<file path="src/rtl/flt2fix_seq_if.sv">
// Shared data-memory port used by the flt2fix_seq sequencer (req/gnt handshake,
// byte-wide combinational read, gated write strobe).
interface flt2fix_seq_if #(
  parameter int unsigned AW = 8
);
  logic          mem_req;
  logic          mem_gnt;
  logic [AW-1:0] mem_addr;
  logic [7:0]    mem_rd_data;
  logic          mem_wr_en;
  logic [7:0]    mem_wr_data;

  modport master (
    output mem_req, mem_addr, mem_wr_en, mem_wr_data,
    input  mem_gnt, mem_rd_data
  );

  modport slave (
    input  mem_req, mem_addr, mem_wr_en, mem_wr_data,
    output mem_gnt, mem_rd_data
  );
endinterface

</file>
<file path="src/rtl/flt2fix_seq.sv">
// Half-precision float -> signed 8.8 fixed-point sequencer on a shared byte memory.
// Define FLT2FIX_ROUND_EN for round-to-nearest-even instead of truncation.
module flt2fix_seq #(
  parameter int unsigned SRC_ADDR = 4,
  parameter int unsigned DST_ADDR = 6,
  parameter int unsigned AW       = 8
) (
  input  logic                clk,
  input  logic                reset,
  input  logic                start,
  output logic                done,
  output logic                busy,
  flt2fix_seq_if.master       mem
);

  typedef enum logic [3:0] {
    IDLE, RD_LO, RD_HI, CLASSIFY, SHIFT, SIGN, WR_LO, WR_HI, DONE
  } state_t;

  state_t      state_q, state_d;
  logic [7:0]  lo_q, hi_q;
  logic        sgn_q;
  logic [15:0] mag_q;
  logic [3:0]  cnt_q;
  logic        left_q;
  logic [15:0] res_q;

  logic        f_sgn;
  logic [4:0]  f_exp;
  logic [10:0] f_man;
  logic [15:0] cls_mag;
  logic [3:0]  cls_n;
  logic        cls_left;
  logic [15:0] rnd_mag;
  logic [15:0] sgn_res;

  assign f_sgn = hi_q[7];
  assign f_exp = hi_q[6:2];
  assign f_man = {|f_exp, hi_q[1:0], lo_q};

  // Value is man * 2^(exp-17) in 8.8 units; exp<5 would need more than 12 right shifts.
  always_comb begin
    cls_mag  = '0;
    cls_n    = '0;
    cls_left = 1'b0;
    if (f_exp >= 5'd23) begin
      cls_mag = f_sgn ? 16'h8000 : 16'h7FFF;
    end else if (f_exp >= 5'd17) begin
      cls_mag  = {5'b0, f_man};
      cls_n    = 4'(f_exp - 5'd17);
      cls_left = 1'b1;
    end else if (f_exp >= 5'd5) begin
      cls_mag = {5'b0, f_man};
      cls_n   = 4'(5'd17 - f_exp);
    end
  end

`ifdef FLT2FIX_ROUND_EN
  logic guard_q, sticky_q;
  assign rnd_mag = mag_q + {15'b0, guard_q & (sticky_q | mag_q[0])};
`else
  assign rnd_mag = mag_q;
`endif

  always_comb begin
    if (rnd_mag > 16'h7FFF) sgn_res = sgn_q ? 16'h8000 : 16'h7FFF;
    else                    sgn_res = sgn_q ? (~rnd_mag + 16'd1) : rnd_mag;
  end

  always_ff @(posedge clk or posedge reset) begin
    if (reset) state_q <= IDLE;
    else       state_q <= state_d;
  end

  always_ff @(posedge clk or posedge reset) begin
    if (reset) begin
      lo_q     <= '0;
      hi_q     <= '0;
      sgn_q    <= 1'b0;
      mag_q    <= '0;
      cnt_q    <= '0;
      left_q   <= 1'b0;
      res_q    <= '0;
`ifdef FLT2FIX_ROUND_EN
      guard_q  <= 1'b0;
      sticky_q <= 1'b0;
`endif
    end else begin
      case (state_q)
        RD_LO: if (mem.mem_gnt) lo_q <= mem.mem_rd_data;
        RD_HI: if (mem.mem_gnt) hi_q <= mem.mem_rd_data;
        CLASSIFY: begin
          sgn_q  <= f_sgn;
          mag_q  <= cls_mag;
          cnt_q  <= cls_n;
          left_q <= cls_left;
`ifdef FLT2FIX_ROUND_EN
          guard_q  <= 1'b0;
          sticky_q <= 1'b0;
`endif
        end
        SHIFT: begin
          cnt_q <= cnt_q - 4'd1;
          if (left_q) begin
            mag_q <= {mag_q[14:0], 1'b0};
          end else begin
            mag_q <= {1'b0, mag_q[15:1]};
`ifdef FLT2FIX_ROUND_EN
            // Guard holds the most recent bit shifted out, sticky the OR of all older ones.
            guard_q  <= mag_q[0];
            sticky_q <= sticky_q | guard_q;
`endif
          end
        end
        SIGN:    res_q <= sgn_res;
        default: ;
      endcase
    end
  end

  always_comb begin
    state_d         = state_q;
    mem.mem_req     = 1'b0;
    mem.mem_addr    = '0;
    mem.mem_wr_en   = 1'b0;
    mem.mem_wr_data = '0;
    done            = 1'b0;
    busy            = 1'b1;
    case (state_q)
      IDLE: begin
        busy = 1'b0;
        if (start) state_d = RD_LO;
      end
      RD_LO: begin
        mem.mem_req  = 1'b1;
        mem.mem_addr = AW'(SRC_ADDR);
        if (mem.mem_gnt) state_d = RD_HI;
      end
      RD_HI: begin
        mem.mem_req  = 1'b1;
        mem.mem_addr = AW'(SRC_ADDR + 1);
        if (mem.mem_gnt) state_d = CLASSIFY;
      end
      CLASSIFY: state_d = (cls_n == 4'd0) ? SIGN : SHIFT;
      SHIFT:    if (cnt_q == 4'd1) state_d = SIGN;
      SIGN:     state_d = WR_LO;
      WR_LO: begin
        mem.mem_req     = 1'b1;
        mem.mem_addr    = AW'(DST_ADDR);
        mem.mem_wr_data = res_q[7:0];
        mem.mem_wr_en   = mem.mem_gnt;
        if (mem.mem_gnt) state_d = WR_HI;
      end
      WR_HI: begin
        mem.mem_req     = 1'b1;
        mem.mem_addr    = AW'(DST_ADDR + 1);
        mem.mem_wr_data = res_q[15:8];
        mem.mem_wr_en   = mem.mem_gnt;
        if (mem.mem_gnt) state_d = DONE;
      end
      DONE: begin
        done = 1'b1;
        busy = 1'b0;
        if (start) state_d = RD_LO;
      end
      default: state_d = IDLE;
    endcase
  end

endmodule

</file>
<file path="src/flat_wrapper.sv">
// flat-port wrapper written by rule: the top's interface ports become plain ports
module flt2fix_seq_flat 
#(
  parameter int unsigned SRC_ADDR = 4,
  parameter int unsigned DST_ADDR = 6,
  parameter int unsigned AW       = 8
)
  (clk, reset, start, done, busy, mem_mem_req, mem_mem_addr, mem_mem_wr_en, mem_mem_wr_data, mem_mem_gnt, mem_mem_rd_data);
  flt2fix_seq_if #(.AW(AW)) mem_i ();
  input  logic clk;
  input  logic reset;
  input  logic start;
  output logic done;
  output logic busy;
  output wire logic [$bits(mem_i.mem_req)-1:0] mem_mem_req;
  output wire logic [$bits(mem_i.mem_addr)-1:0] mem_mem_addr;
  output wire logic [$bits(mem_i.mem_wr_en)-1:0] mem_mem_wr_en;
  output wire logic [$bits(mem_i.mem_wr_data)-1:0] mem_mem_wr_data;
  input wire logic [$bits(mem_i.mem_gnt)-1:0] mem_mem_gnt;
  input wire logic [$bits(mem_i.mem_rd_data)-1:0] mem_mem_rd_data;
  assign mem_mem_req = mem_i.mem_req;
  assign mem_mem_addr = mem_i.mem_addr;
  assign mem_mem_wr_en = mem_i.mem_wr_en;
  assign mem_mem_wr_data = mem_i.mem_wr_data;
  assign mem_i.mem_gnt = mem_mem_gnt;
  assign mem_i.mem_rd_data = mem_mem_rd_data;
  flt2fix_seq #(.SRC_ADDR(SRC_ADDR), .DST_ADDR(DST_ADDR), .AW(AW)) u_core (.clk(clk), .reset(reset), .start(start), .done(done), .busy(busy), .mem(mem_i));
endmodule
</file>
<file path="config.mk">
export PLATFORM = sky130hd
export DESIGN_NAME = flt2fix_seq_flat
export DESIGN_NICKNAME = d
export VERILOG_FILES = /design/src/rtl/flt2fix_seq_if.sv /design/src/rtl/flt2fix_seq.sv /design/src/flat_wrapper.sv
export SDC_FILE = /design/constraint.sdc
export NUM_CORES = 1
export LEC_CHECK = 0
export BUFFER_PORTS_ARGS = -buffer_cell sky130_fd_sc_hd__buf_2
export CAP_MARGIN = 30
export CORE_ASPECT_RATIO = 1.1
export CORE_MARGIN = 3
export CORE_UTILIZATION = 46
export CTS_BUF_LIST = sky130_fd_sc_hd__clkbuf_4
export CTS_CLUSTER_DIAMETER = 80
export CTS_CLUSTER_SIZE = 8
export DETAILED_ROUTE_END_ITERATION = 10
export MAX_ROUTING_LAYER = met4
export PLACE_DENSITY = 0.73
export SKIP_LAST_GASP = 1
export SLEW_MARGIN = 20
export SYNTH_ARGS = -nofsm -noshare
export SYNTH_HDL_FRONTEND = slang
export SYNTH_SLANG_ARGS = --single-unit
export TNS_END_PERCENT = 20
</file>
<file path="constraint.sdc">
create_clock -name clk -period 3.6 [get_ports clk]
set_clock_uncertainty 0.05 [all_clocks]
set_input_delay 0.54 -clock clk [delete_from_list [all_inputs] [get_ports clk]]
set_output_delay 0.54 -clock clk [all_outputs]
set_load 0.005 [all_outputs]
</file>
Word level (Yosys, flattened, before mapping)
Cells that the tools add are included.
{"block": "word_totals", "register_bits": 58, "out_inout_bits": 20, "elab_cells": 71}
{"block": "classes", "n_addsub": 4, "magnitude_cmp": 4, "n_eq_ne": 15, "mux": 29, "bitwise": 1, "reduce_logical": 10}
{"cell": "16-bit two-way mux", "count": 7}
{"cell": "4-bit two-way mux", "count": 9}
{"cell": "16-bit case mux with 2 select lines", "count": 1}
{"cell": "4-bit case mux with 8 select lines", "count": 1}
{"cell": "16-bit by 1-bit adder with 16-bit output, second input constant", "count": 1}
{"cell": "4-bit by 3-bit == test with 1-bit output, second input constant", "count": 4}
{"cell": "16-bit by 15-bit greater-than comparator with 1-bit output, second input constant", "count": 1}
{"cell": "16-bit inverter", "count": 1}
{"cell": "8-bit case mux with 2 select lines", "count": 1}
{"cell": "3-bit case mux with 4 select lines", "count": 1}
{"cell": "11-bit two-way mux", "count": 1}
{"cell": "5-bit >= comparator, second input constant", "count": 2}
{"cell": "4-bit by 1-bit == test with 1-bit output, second input constant", "count": 2}
{"cell": "4-bit by 2-bit == test with 1-bit output, second input constant", "count": 2}
{"cell": "4-bit logical NOT", "count": 2}
{"cell": "2-bit != test, second input constant", "count": 4}
{"cell": "4-bit case mux with 2 select lines", "count": 1}
{"cell": "4-bit by 1-bit subtractor with 4-bit output, second input constant", "count": 2}
{"cell": "1-bit two-way mux", "count": 7}
{"cell": "6-bit AND reduction", "count": 1}
{"cell": "5-bit by 3-bit >= comparator with 1-bit output, second input constant", "count": 1}
{"cell": "5-bit OR reduction", "count": 1}
{"cell": "4-bit == test, second input constant", "count": 1}
{"cell": "2-bit by 1-bit != test with 1-bit output, second input constant", "count": 2}
{"cell": "other kinds (5)", "count": 7}

Longest topological paths before layout
Gate-level depths: netlist of the first run.
{"block": "depth", "word_depth": 7, "ltp_mapped": 8, "ltp_nobuf": 7}

Least setup slack after synthesis of the first run
Ideal clock, no wire load.
{"block": "synth_timing", "kind": "flip-flop to flip-flop", "startpoint": "register u_core.hi_q[3]", "endpoint": "register u_core.cnt_q[2]", "setup_ns": 0.126, "arrival_time_ns": 1.992, "slack_ns": 1.431, "path_stages_with_launch": 8, "path_buffers": 0, "synth_period_minus_slack_ns": 2.169, "cell_sequence": "dfrtp_1 -> inv_1 -> ha_1 -> a21bo_2 -> o31ai_2 -> nor2_1 -> or2_2 -> a311o_1"}
{"block": "synth_via", "elab_chain_len": 5, "word_cells_on_any_way": 9, "cone_classes": "2 x add/sub; 3 x order compare; 4 x mux"}
{"element": "start: declaration", "line": "flt2fix_seq.sv:21", "source": "logic [7:0] lo_q, hi_q;"}
{"element": "start signal: assignment", "line": "flt2fix_seq.sv:91", "source": "RD_HI: if (mem.mem_gnt) hi_q <= mem.mem_rd_data;"}
{"element": "1-bit by 4-bit subtractor with 4-bit output / 5-bit by 3-bit >= comparator with 1-bit output (equally long branches)", "line": "flt2fix_seq.sv:54, flt2fix_seq.sv:52"}
{"element": "4-bit two-way mux", "line": "flt2fix_seq.sv:52", "source": "end else if (f_exp >= 5'd5) begin"}
{"element": "4-bit two-way mux", "line": "flt2fix_seq.sv:48", "source": "end else if (f_exp >= 5'd17) begin"}
{"element": "4-bit two-way mux *", "line": "flt2fix_seq.sv:46", "source": "if (f_exp >= 5'd23) begin"}
{"element": "4-bit case mux with 2 select lines *", "line": "flt2fix_seq.sv:89", "source": "case (state_q)"}
{"element": "end signal: assignment", "line": "flt2fix_seq.sv:95", "source": "cnt_q <= cls_n;"}
{"element": "end signal: assignment", "line": "flt2fix_seq.sv:103", "source": "cnt_q <= cnt_q - 4'd1;"}
{"element": "end: declaration", "line": "flt2fix_seq.sv:24", "source": "logic [3:0] cnt_q;"}
Every way passes the cells marked *; elsewhere a longest branch is shown, timed or not.
A chain may end at the register's enable or synchronous reset.

Final worst setup path of the first run
{"block": "layout_timing", "startpoint": "register u_core.state_q[0]", "endpoint": "output port mem_mem_req"}
{"block": "layout_via", "elab_chain_len": 3, "word_cells_on_any_way": 6, "cone_classes": "4 x eq/ne; 1 x mux; 1 x reduce/logical"}
{"element": "start: declaration", "line": "flt2fix_seq.sv:20", "source": "state_t state_q, state_d;"}
{"element": "start signal: assignment", "line": "flt2fix_seq.sv:72", "source": "else state_q <= state_d;"}
{"element": "4-bit by 3-bit == test with 1-bit output (tied with other cells)", "line": "flt2fix_seq.sv:129", "source": "case (state_q)"}
{"element": "4-bit OR reduction (no line) *"}
{"element": "1-bit two-way mux *", "line": "flt2fix_seq.sv:129"}
{"element": "end: declaration", "line": "flat_wrapper.sv:15", "source": "output wire logic [$bits(mem_i.mem_req)-1:0] mem_mem_req;"}
Marked as above.

==> out/metrics.yaml, run 1 <==
run_status:
  status: "complete, no violations"
setup_path:
  reg2reg_from: "u_core.state_q[0]"
  rrSetupSlack_ps: 1120
  crit_path_max_fanout: 17
  start_kind: "register"
  end_kind: "output port"
  startpoint: "u_core.state_q[0]"
  worstRegToRegCells: 6
  crit_arrival_ps: 1960
  r2r_end: "u_core.mag_q[1]"
  critPathRequiredTime_ps: 3010
  worstSetupPathType: "register to output port"
drt:
  drt_iter0_drc: 151
  routed_wl_mm: 7.422
  met1_length_mm: 3.492
  met2WireLength_mm: 3.454
  highest_layer: "met4"
  routed_via_density: 5.637
  wl_met3_um: 384
  postRouteAntennaNets: 0
  drtPass1Iterations: 5
  wl_per_cell_um: 14.81
  drc: 0
  via_count: 2824
finish:
  nets: 416
  syn_to_final_growth_pct: 8.923
  instances_no_fill: 501
  fill_cells: 671
  drive_above_1_share_pct: 19.55
  num_antenna_cells: 0
  stdcell_area_sq_um: 3849
  final_core_utilization_pct: 53.11
clock_tree:
  htree_levels: 3
  post_cts_resized: 0
  cts_setup_buffers: 0
  cts_tree: "yes"
  cts.sinks: 58
  clockBufferDepth: 2
  hold_buffers: 0
  cts-root-buf: "clkbuf_4"
  clk_pin_slew_ps: 100
  numCtsBuffers: 9
  insertion_delay_ps: 400
synth:
  netlist_instances: 380
  synth_area_leaders: "dfrtp_1 (41%), mux2_2 (8.3%), nand2_1 (5.0%), nor2_1 (4.0%), o21ai_0 (4.0%)"
  ys_types: 59
  yosysMostFrequentCell: "dfrtp_1"
  synth_edf_count: 0
  synthFlopType: "dfrtp_1"
  synth-seq-cells: 58
  async_reset_ff_share_pct: 100.0
  syn_area_per_cell_sq_um: 9.298
  ys_seq_area_share_pct: 41.08
  synth_top_area_share_pct: 41.08
  yosys_warnings: 0
  netlist_area_sq_um: 3533
  yosys.area.top_type: "dfrtp_1"
  synth_common_cells: "dfrtp_1 (58), nand2_1 (47), nor2_1 (38), o21ai_0 (28), mux2_2 (26)"
flow_run:
  drv_cap: 0
timing:
  tns_ps: 0
  max_freq_mhz: 392.3
  slew_headroom_pct: 46.89
  worst_pin_slew_ps: 794.7
  setup_viol: 0
  hold_ws_ps: 112.3
  rsz0062_at_grt: "false"
  fin_crit_sh_pct: 70.81
  fin_crit_ps: 2549
  final_max_slew_viol_count: 0
  hold_viol_final: 0
floorplanning:
  ios: 32
  die_x_um: 89.57
  dieArea_sq_um: 8770
  rows: 32
  core-area_sq_um: 7247
  initial_utilization_pct: 48.76
  die_h_um: 97.92
power:
  leakage_nw: 1.736
  comb_power_share_pct: 49.1
  pwr-share-clk_pct: 14.7
  power.switching_mw: 1.739
  p_int_mw: 2.236
  p_per_area_nw_per_um2: 1033
  pwr-share-seq_pct: 36.2
  ir_worst_vdd_v: 0.0005430
  switching_share_pct: 43.74
grt:
  grt_pass1_vias: 2650
  gr-usage-all-layers_pct: 18.69
  grt-ovfl-total: 0
  grt_max_degree: 34
  antenna_found_initial: 0
  grt_pass1_wl_mm: 12.52
worst_hold_path:
  hold_path.class: "primary input to async pin"
place:
  dp_cells: 484
  dpl_cell_area_sq_um: 3669
  place.gp.congestion: 0.8731
  place_hpwl_mm: 5.327
  port_buffers: 26
sequential cells by signal, indices dropped and copies added (netlist names):
name,flops
u_core.cnt_q,4
u_core.hi_q,8
u_core.left_q,1
u_core.lo_q,8
u_core.mag_q,16
u_core.res_q,16
u_core.sgn_q,1
u_core.state_q,4
power by group through the flow:
stage	clock, mW	sequential, mW	combinational (mW)
detailed placement	0	1.44	1.95
floorplan	0	1.17	1.80
CTS	0.597	1.43	1.96
finish	0.584	1.44	1.95
global route	0.630	1.50	2.22
global placement	0	1.42	1.90
metal layers:
| layer | vias to the layer above | track usage [%] |
|---|---|---|
| li1 | 1379 | - |
| met1 | 1350 | 24.79 |
| met2 | 86 | 26.91 |
| met3 | 9 | 5.907 |
| met4 | 0 | 6.300 |
| met5 | - | - |
worst max-delay path, cell delays in order (launching register included):
cell	delay, ps
dfrtp_1	830
nor2b_1	270
xnor2_1	220
nor2_1	80
buf_2	150
per-stage QoR:
stage,setup WS [ps],power [mW]
finish,1051,3.975
global route,880.7,4.347
CTS,1027,3.988
detailed placement,1174,3.393
global placement,1220,3.318
floorplan,1431,2.971
how the worst max path moves through the flow:
stage | end | slack (ps) | depth (start not counted)
floorplan | u_core.cnt_q[2] | 1430 | 7
global route | u_core.mag_q[1] | 880 | 6
finish | mem_mem_req | 1050 | 4
detailed placement | u_core.mag_q[1] | 1170 | 6
CTS | mem_mem_req | 1030 | 4
global placement | u_core.mag_q[1] | 1220 | 6
placed cells by master (no fill, tap or decap), types with 2 or more instances in the layout:
cell and n:
o21ai_0 28, conb_1 5, dfrtp_1 58, o31ai_1 5
mux2i_1 12, nor3_1 6, xnor2_1 10, a221o_1 5
a41oi_1 2, a221oi_1 7, and3_1 3, ha_1 10
a21oi_1 8, nand2b_1 2, a31oi_1 3, o31a_1 2
o311ai_0 2, nor2b_1 2, nand2_1 47, o221ai_1 5
nor2_1 38, clkbuf_4 9, clkinv_2 2, buf_4 3
o21ai_1 8, nor4_1 5, buf_2 27, clkinv_1 2
mux2_2 26, bufinv_16 3, xor2_1 6, inv_1 13
nand4_1 3, nand3_1 5
final cells by class:
class	count	area, sq um	share of cell area, %
well taps	102	127.6	3.316
flip-flops and latches	58	1451	37.71
inverters	14	52.55	1.365
repair buffers	30	157.7	4.096
clock buffers	9	67.56	1.756
clock inverters	7	107.6	2.796
multi-input cells	281	1884	48.96
kinds of logic (layout without fill, tap and decap cells):
kind of cell | count (synthesis) | count (layout) | synth area share (%)
AND/OR/NAND/NOR | 122 | 122 | 16.18
adder cells (fa/ha/maj) | 10 | 10 | 3.541
buffers and inverters | 45 | 60 | 6.019
other | 1 | 5 | 0.1061
XOR/XNOR | 16 | 16 | 3.966
AO/OA/AOI/OAI | 90 | 90 | 17.42
multiplexers | 38 | 38 | 11.69
flip-flops | 58 | 58 | 41.08
Note: power is estimated with default switching activity, not from simulation.
==> run 2: changes to the inputs <==
--- a/config.mk
+++ b/config.mk
@@ -5,6 +5,7 @@
 export SDC_FILE = /design/constraint.sdc
 export NUM_CORES = 1
 export LEC_CHECK = 0
+export ABC_AREA = 1
 export BUFFER_PORTS_ARGS = -buffer_cell sky130_fd_sc_hd__buf_2
 export CAP_MARGIN = 30
 export CORE_ASPECT_RATIO = 1.1
@@ -15,7 +16,7 @@
 export CTS_CLUSTER_SIZE = 8
 export DETAILED_ROUTE_END_ITERATION = 10
 export MAX_ROUTING_LAYER = met4
-export PLACE_DENSITY = 0.73
+export PLACE_DENSITY = 0.76
 export SKIP_LAST_GASP = 1
 export SLEW_MARGIN = 20
 export SYNTH_ARGS = -nofsm -noshare
==> constraint.sdc (replaced) <==
create_clock -name clk -period 2.15 [get_ports clk]
set_clock_uncertainty 0.05 [all_clocks]
set_input_delay 0.3225 -clock clk [delete_from_list [all_inputs] [get_ports clk]]
set_output_delay 0.3225 -clock clk [all_outputs]
set_load 0.005 [all_outputs]
==> out/metrics.yaml, run 2 <==
run_status:
  status: "complete, no violations"
synth:
  yosys_warnings: 0
  synth_top_area_share_pct: 40.12
  synth_area_leaders: "dfrtp_1 (40%), nand2_1 (12%), o21ai_0 (7.2%), nand3_1 (5.4%), inv_1 (5.2%)"
  ys_types: 42
  async_reset_ff_share_pct: 100.0
  netlist_instances: 487
  synth_edf_count: 0
  netlist_area_sq_um: 3617
  syn_area_per_cell_sq_um: 7.428
  ys_seq_area_share_pct: 40.12
  yosysMostFrequentCell: "nand2_1"
  synth-seq-cells: 58
  synth_common_cells: "nand2_1 (120), dfrtp_1 (58), o21ai_0 (52), inv_1 (50), nand3_1 (39)"
  yosys.area.top_type: "dfrtp_1"
  synthFlopType: "dfrtp_1"
timing:
  fin_crit_ps: 2072
  slew_headroom_pct: 61.62
  max_freq_mhz: 482.6
  setup_viol: 0
  fin_crit_sh_pct: 96.38
  final_max_slew_viol_count: 0
  rsz0062_at_grt: "true"
  worst_pin_slew_ps: 574.1
  hold_viol_final: 0
  layout_setup_ws_ps: 77.91
  tns_ps: 0
floorplanning:
  dieArea_sq_um: 8965
  die_x_um: 90.55
  rows: 33
  initial_utilization_pct: 47.87
  ios: 32
  core-area_sq_um: 7556
  die_h_um: 99.01
grt:
  grt_pass1_wl_mm: 15.00
  grt-ovfl-total: 0
  antenna_found_initial: 0
  gr-usage-all-layers_pct: 20.95
  grt_pass1_vias: 3245
  grt_max_degree: 26
clock_tree:
  clk_pin_slew_ps: 100
  htree_levels: 3
  clockBufferDepth: 2
  insertion_delay_ps: 410
  numCtsBuffers: 9
  cts_tree: "yes"
  cts.sinks: 58
  cts-root-buf: "clkbuf_4"
setup_path:
  slowest_delay_ps: 460
  cp_num_buf_inv: 4
  path_cells: "nor2_4 > inv_2 > nor2_4 > inv_2 > nor2_4 > buf_12 > a32o_1 > buf_2"
  critPathTopFamily: "flip-flops"
  end_kind: "output port"
  critPathRequiredTime_ps: 1780
  slowest_stage: "dfrtp_2"
  crit_path_max_fanout: 7
  worstSetupPathType: "register to output port"
  path_common_cell: "nor2_4"
  start_kind: "register"
  crit_arrival_ps: 1700
place:
  place_hpwl_mm: 6.289
  dp_cells: 605
  dpl_cell_area_sq_um: 3812
  place.gp.congestion: 0.9737
  pre_cts_ws_ps: 284.3
  port_buffers: 26
finish:
  final_common_cell: "nand2_1"
  reg_top3: "u_core.mag_q: 16 flops, u_core.res_q: 16 flops"
  syn_to_final_growth_pct: 9.927
  instances_no_fill: 626
  drive_above_1_share_pct: 15.16
  final_cell_mix: "nand2_1 (120), dfrtp_1 (56), o21ai_0 (52), inv_1 (49), nand3_1 (39)"
  stdcell_area_sq_um: 3976
  nets: 538
  num_antenna_cells: 0
drt:
  postRouteAntennaNets: 0
  drtPass1Iterations: 5
  routed_via_density: 5.302
  via_count: 3319
  routed_wl_mm: 8.466
  drc: 0
  drt_iter0_drc: 271
  wl_per_cell_um: 13.52
power:
  ir_worst_vdd_v: 0.0005609
  p_per_area_nw_per_um2: 1580
  power.total_mw: 6.281
  leakage_nw: 1.982
worst_hold_path:
  hold_path.class: "primary input to register"
flow_run:
  drv_cap: 0
==> run 2: changes by cell type after synthesis, moves of 7 or more <==
cell / change
nand2_1: +73
o21ai_0: +24
nand3_1: +34
xnor2_1: -8
a221oi_1: -7
inv_1: +36
nor2_1: -8
mux2_2: -26
inv_2: +9
a21oi_1: +11
a32o_1: +7
mux2i_1: -12
==> run 2: stage by stage <==
step	utilization [%]	hold slack, ps
finish	52.62	132.4
global route	52.62	145.4
CTS	52.03	119.2
detailed placement	50.46	335.1
global placement	50.46	326.9
floorplan	-	399.4
==> run 2: tightest hold or removal path, stage by stage <==
cell	delay, ps
buf_2	90
inv_1	50
o21ai_0	80
==> run 2: path summary, 6_finish.rpt <==
path	startpoint	end	slack, ps	cells past startpoint
setup / recovery	u_core.state_q[3]	mem_mem_wr_data[7]	80	8
hold / removal	mem_mem_rd_data[5]	u_core.hi_q[5]	130	3
min in group asynchronous	reset	u_core.state_q[3]	430	3
setup reg to reg	u_core.hi_q[3]	u_core.mag_q[7]	260	12
max in group asynchronous	reset	u_core.hi_q[1]	980	4
hold reg to reg	u_core.res_q[6]	u_core.res_q[6]	450	2
==> run 2: final cells by class <==
class	count	area [sq um]
Clock buffer	9	67.56
Sequential cell	58	1454
Fill cell	744	3580
Inverter	60	225.2
Multi-Input combinational cell	348	1819
Tap cell	105	131.4
Timing Repair Buffer	39	242.7
Clock inverter	7	36.28
==> run 2: kinds of logic (layout without fill, tap and decap cells) <==
family                     Yosys count  after routing  synth area share (%)
and+or+nand+nor                    219            219                 26.74
AOI/OAI and AO/OA                  106            106                 17.50
adders and majority gates           10             10                 3.459
other                                1              5                0.1037
xor gates and xnor gates             8              8                 1.937
DFF                                 58             58                 40.12
buffers and inverters               85            115                 10.13
==> run 2: repair_timing <==
| action | CTS | global route |
|---|---|---|
| setup buffers | 0 | 4 |
| hold buffers | 1 | 0 |
| pin swaps | 0 | 2 |
| gates resized for setup | 1 | 2 |
| setup endpoints to repair | 8 | 11 |
| hold endpoints to repair | 21 | 0 |
==> run 2: metal layers <==
metal,track usage (%),wire length (um),vias to the layer above
met3,4.885,442,18
li1,-,-,1667
met1,26.68,3947,1527
met5,-,0,-
met4,8.834,148,0
met2,32.12,3928,107
==> run 2: power breakdown <==
part | leakage (nW) | internal, mW | switching [mW]
sequential | 0.718 | 1.62 | 0.520
combinational | 1.20 | 1.32 | 2.18
clock | 0.0627 | 0.223 | 0.422
==> run 3: changes to the inputs <==
--- a/config.mk
+++ b/config.mk
@@ -12,7 +12,7 @@
 export CORE_MARGIN = 3
 export CORE_UTILIZATION = 46
 export CTS_BUF_LIST = sky130_fd_sc_hd__clkbuf_4
-export CTS_CLUSTER_DIAMETER = 80
+export CTS_CLUSTER_DIAMETER = 40
 export CTS_CLUSTER_SIZE = 8
 export DETAILED_ROUTE_END_ITERATION = 10
 export MAX_ROUTING_LAYER = met4
==> constraint.sdc (replaced) <==
create_clock -name clk -period 2.15 [get_ports clk]
set_clock_uncertainty 0.05 [all_clocks]
set_input_delay 0.1075 -clock clk [delete_from_list [all_inputs] [get_ports clk]]
set_output_delay 0.1075 -clock clk [all_outputs]
set_load 0.005 [all_outputs]
==> out/metrics.yaml, run 3 (synthesized netlist as in run 2, its figures left out) <==
timing:
  fin_crit_ps: 2036
  hold_viol_final: 0
  slew_headroom_pct: 59.58
  worst_pin_slew_ps: 605.5
  rsz0062_at_grt: "true"
  max_freq_mhz: 491.2
  fin_crit_sh_pct: 94.69
  setup_viol: 0
  layout_setup_ws_ps: 114.2
  final_max_slew_viol_count: 0
setup_path:
  critPathRequiredTime_ps: 1990
  crit_path_max_fanout: 9
  slowest_stage: "dfrtp_2"
  crit_arrival_ps: 1880
  end_kind: "output port"
  slowest_delay_ps: 460
  cp_num_buf_inv: 4
  worstSetupPathType: "register to output port"
  path_cells: "nor2_4 > buf_6 > inv_2 > nor2_4 > inv_2 > nor2_2 > a32o_1 > buf_2"
  critPathTopFamily: "flip-flops"
  start_kind: "register"
grt:
  grt_pass1_vias: 3174
  grt-ovfl-total: 0
  grt_max_degree: 29
  grt_pass1_wl_mm: 14.83
  antenna_found_initial: 0
  gr-usage-all-layers_pct: 20.63
finish:
  final_common_cell: "nand2_1"
  reg_top3: "u_core.mag_q: 16 flops, u_core.res_q: 16 flops"
  final_core_utilization_pct: 53.93
  final_cell_mix: "nand2_1 (120), dfrtp_1 (57), o21ai_0 (52), inv_1 (49), nand3_1 (39)"
  nets: 546
  drive_above_1_share_pct: 14.56
  instances_no_fill: 634
  syn_to_final_growth_pct: 12.66
  num_antenna_cells: 0
  fill_cells: 741
drt:
  postRouteAntennaNets: 0
  via_count: 3355
  routed_via_density: 5.292
  drt_iter0_drc: 242
  drtPass1Iterations: 5
  wl_per_cell_um: 13.33
  routed_wl_mm: 8.451
  drc: 0
flow_run:
  drv_cap: 0
floorplanning:
  rows: 33
  die_x_um: 90.55
  core-area_sq_um: 7556
  dieArea_sq_um: 8965
  ios: 32
  initial_utilization_pct: 47.87
  die_h_um: 99.01
clock_tree:
  cts-root-buf: "clkbuf_4"
  numCtsBuffers: 9
  clk_pin_slew_ps: 110
  clockBufferDepth: 2
  cts_tree: "yes"
  insertion_delay_ps: 420
  cts.sinks: 58
  htree_levels: 3
power:
  power.total_mw: 6.375
  pwr-share-seq_pct: 33.4
  comb_power_share_pct: 54.6
  pwr-share-clk_pct: 12.0
  ir_worst_vdd_v: 0.0005745
  p_int_mw: 3.252
  p_per_area_nw_per_um2: 1564
  power.switching_mw: 3.124
  leakage_nw: 2.018
  switching_share_pct: 49.00
place:
  port_buffers: 26
  dp_cells: 605
  place_hpwl_mm: 6.218
  place.gp.congestion: 0.9224
  pre_cts_ws_ps: 262.0
worst_hold_path:
  hold_path.class: "primary input to register"
run_status:
  status: "complete, no violations"
-- run 3: timing repair --
action / 4_1_cts / 5_1_grt
hold buffers: 10 / 0
cloned: 0 / 1
buffers inserted: 1 / 1
endpoints found under the hold margin: 43 / 0
pin swaps: 1 / 1
gates resized for setup: 1 / 3
setup endpoints to repair: 6 / 10
-- run 3: final timing paths --
path,from,end,slack [ps],depth (start not counted)
min reg2reg,u_core.hi_q[0],u_core.hi_q[0],450,2
max in group asynchronous,reset,u_core.res_q[9],1130,4
min,start,u_core.state_q[1],100,5
max reg2reg,u_core.hi_q[4],u_core.mag_q[14],300,7
min in group asynchronous,reset,u_core.state_q[3],250,3
max,u_core.state_q[3],mem_mem_wr_data[1],110,8
-- run 3: per-stage QoR --
| stage | hold WS [ps] | TNS [ps] | area [sq um] |
|---|---|---|---|
| floorplan | 198.7 | 0 | 3632 |
| global placement | 165.3 | 0 | 3812 |
| detailed placement | 176.0 | 0 | 3812 |
| CTS | 96.25 | 0 | 4053 |
| global route | 103.1 | -50.49 | 4075 |
| finish | 100.9 | 0 | 4075 |
-- run 3: area by class of cell --
class                      instances  area, sq um  share of cell area [%]
multi-input combinational        349         1826                   44.80
tap                              105        131.4                   3.224
inverter                          60        229.0                   5.619
sequential                        58         1453                   35.65
clock buffer                       9        67.56                   1.658
clock inverter                     7        60.06                   1.474
timing repair buffer              46        309.0                   7.584
-- run 3: tightest hold or removal path, cell delays in order --
cell	delay, ps
buf_2	90
nor2_1	90
a21oi_1	80
nand2_4	100
a21oi_1	60
-- run 3: layer usage --
layer  share of wire [%]  global-route usage (%)  routed length, um
met1                  47                   27.09               3945
met2                  47                   31.55               3981
met3                 4.5                   5.038                378
met4                 1.7                   6.478                145
met5                   0                       -                  0
-- run 3: power by group through the flow --
stage / sequential (mW) / clock, mW / combinational (mW)
finish: 2.13 / 0.762 / 3.48
global route: 2.21 / 0.823 / 4.02
CTS: 2.11 / 0.773 / 3.43
detailed placement: 2.13 / 0 / 3.38
global placement: 2.11 / 0 / 3.30
floorplan: 1.94 / 0 / 2.78
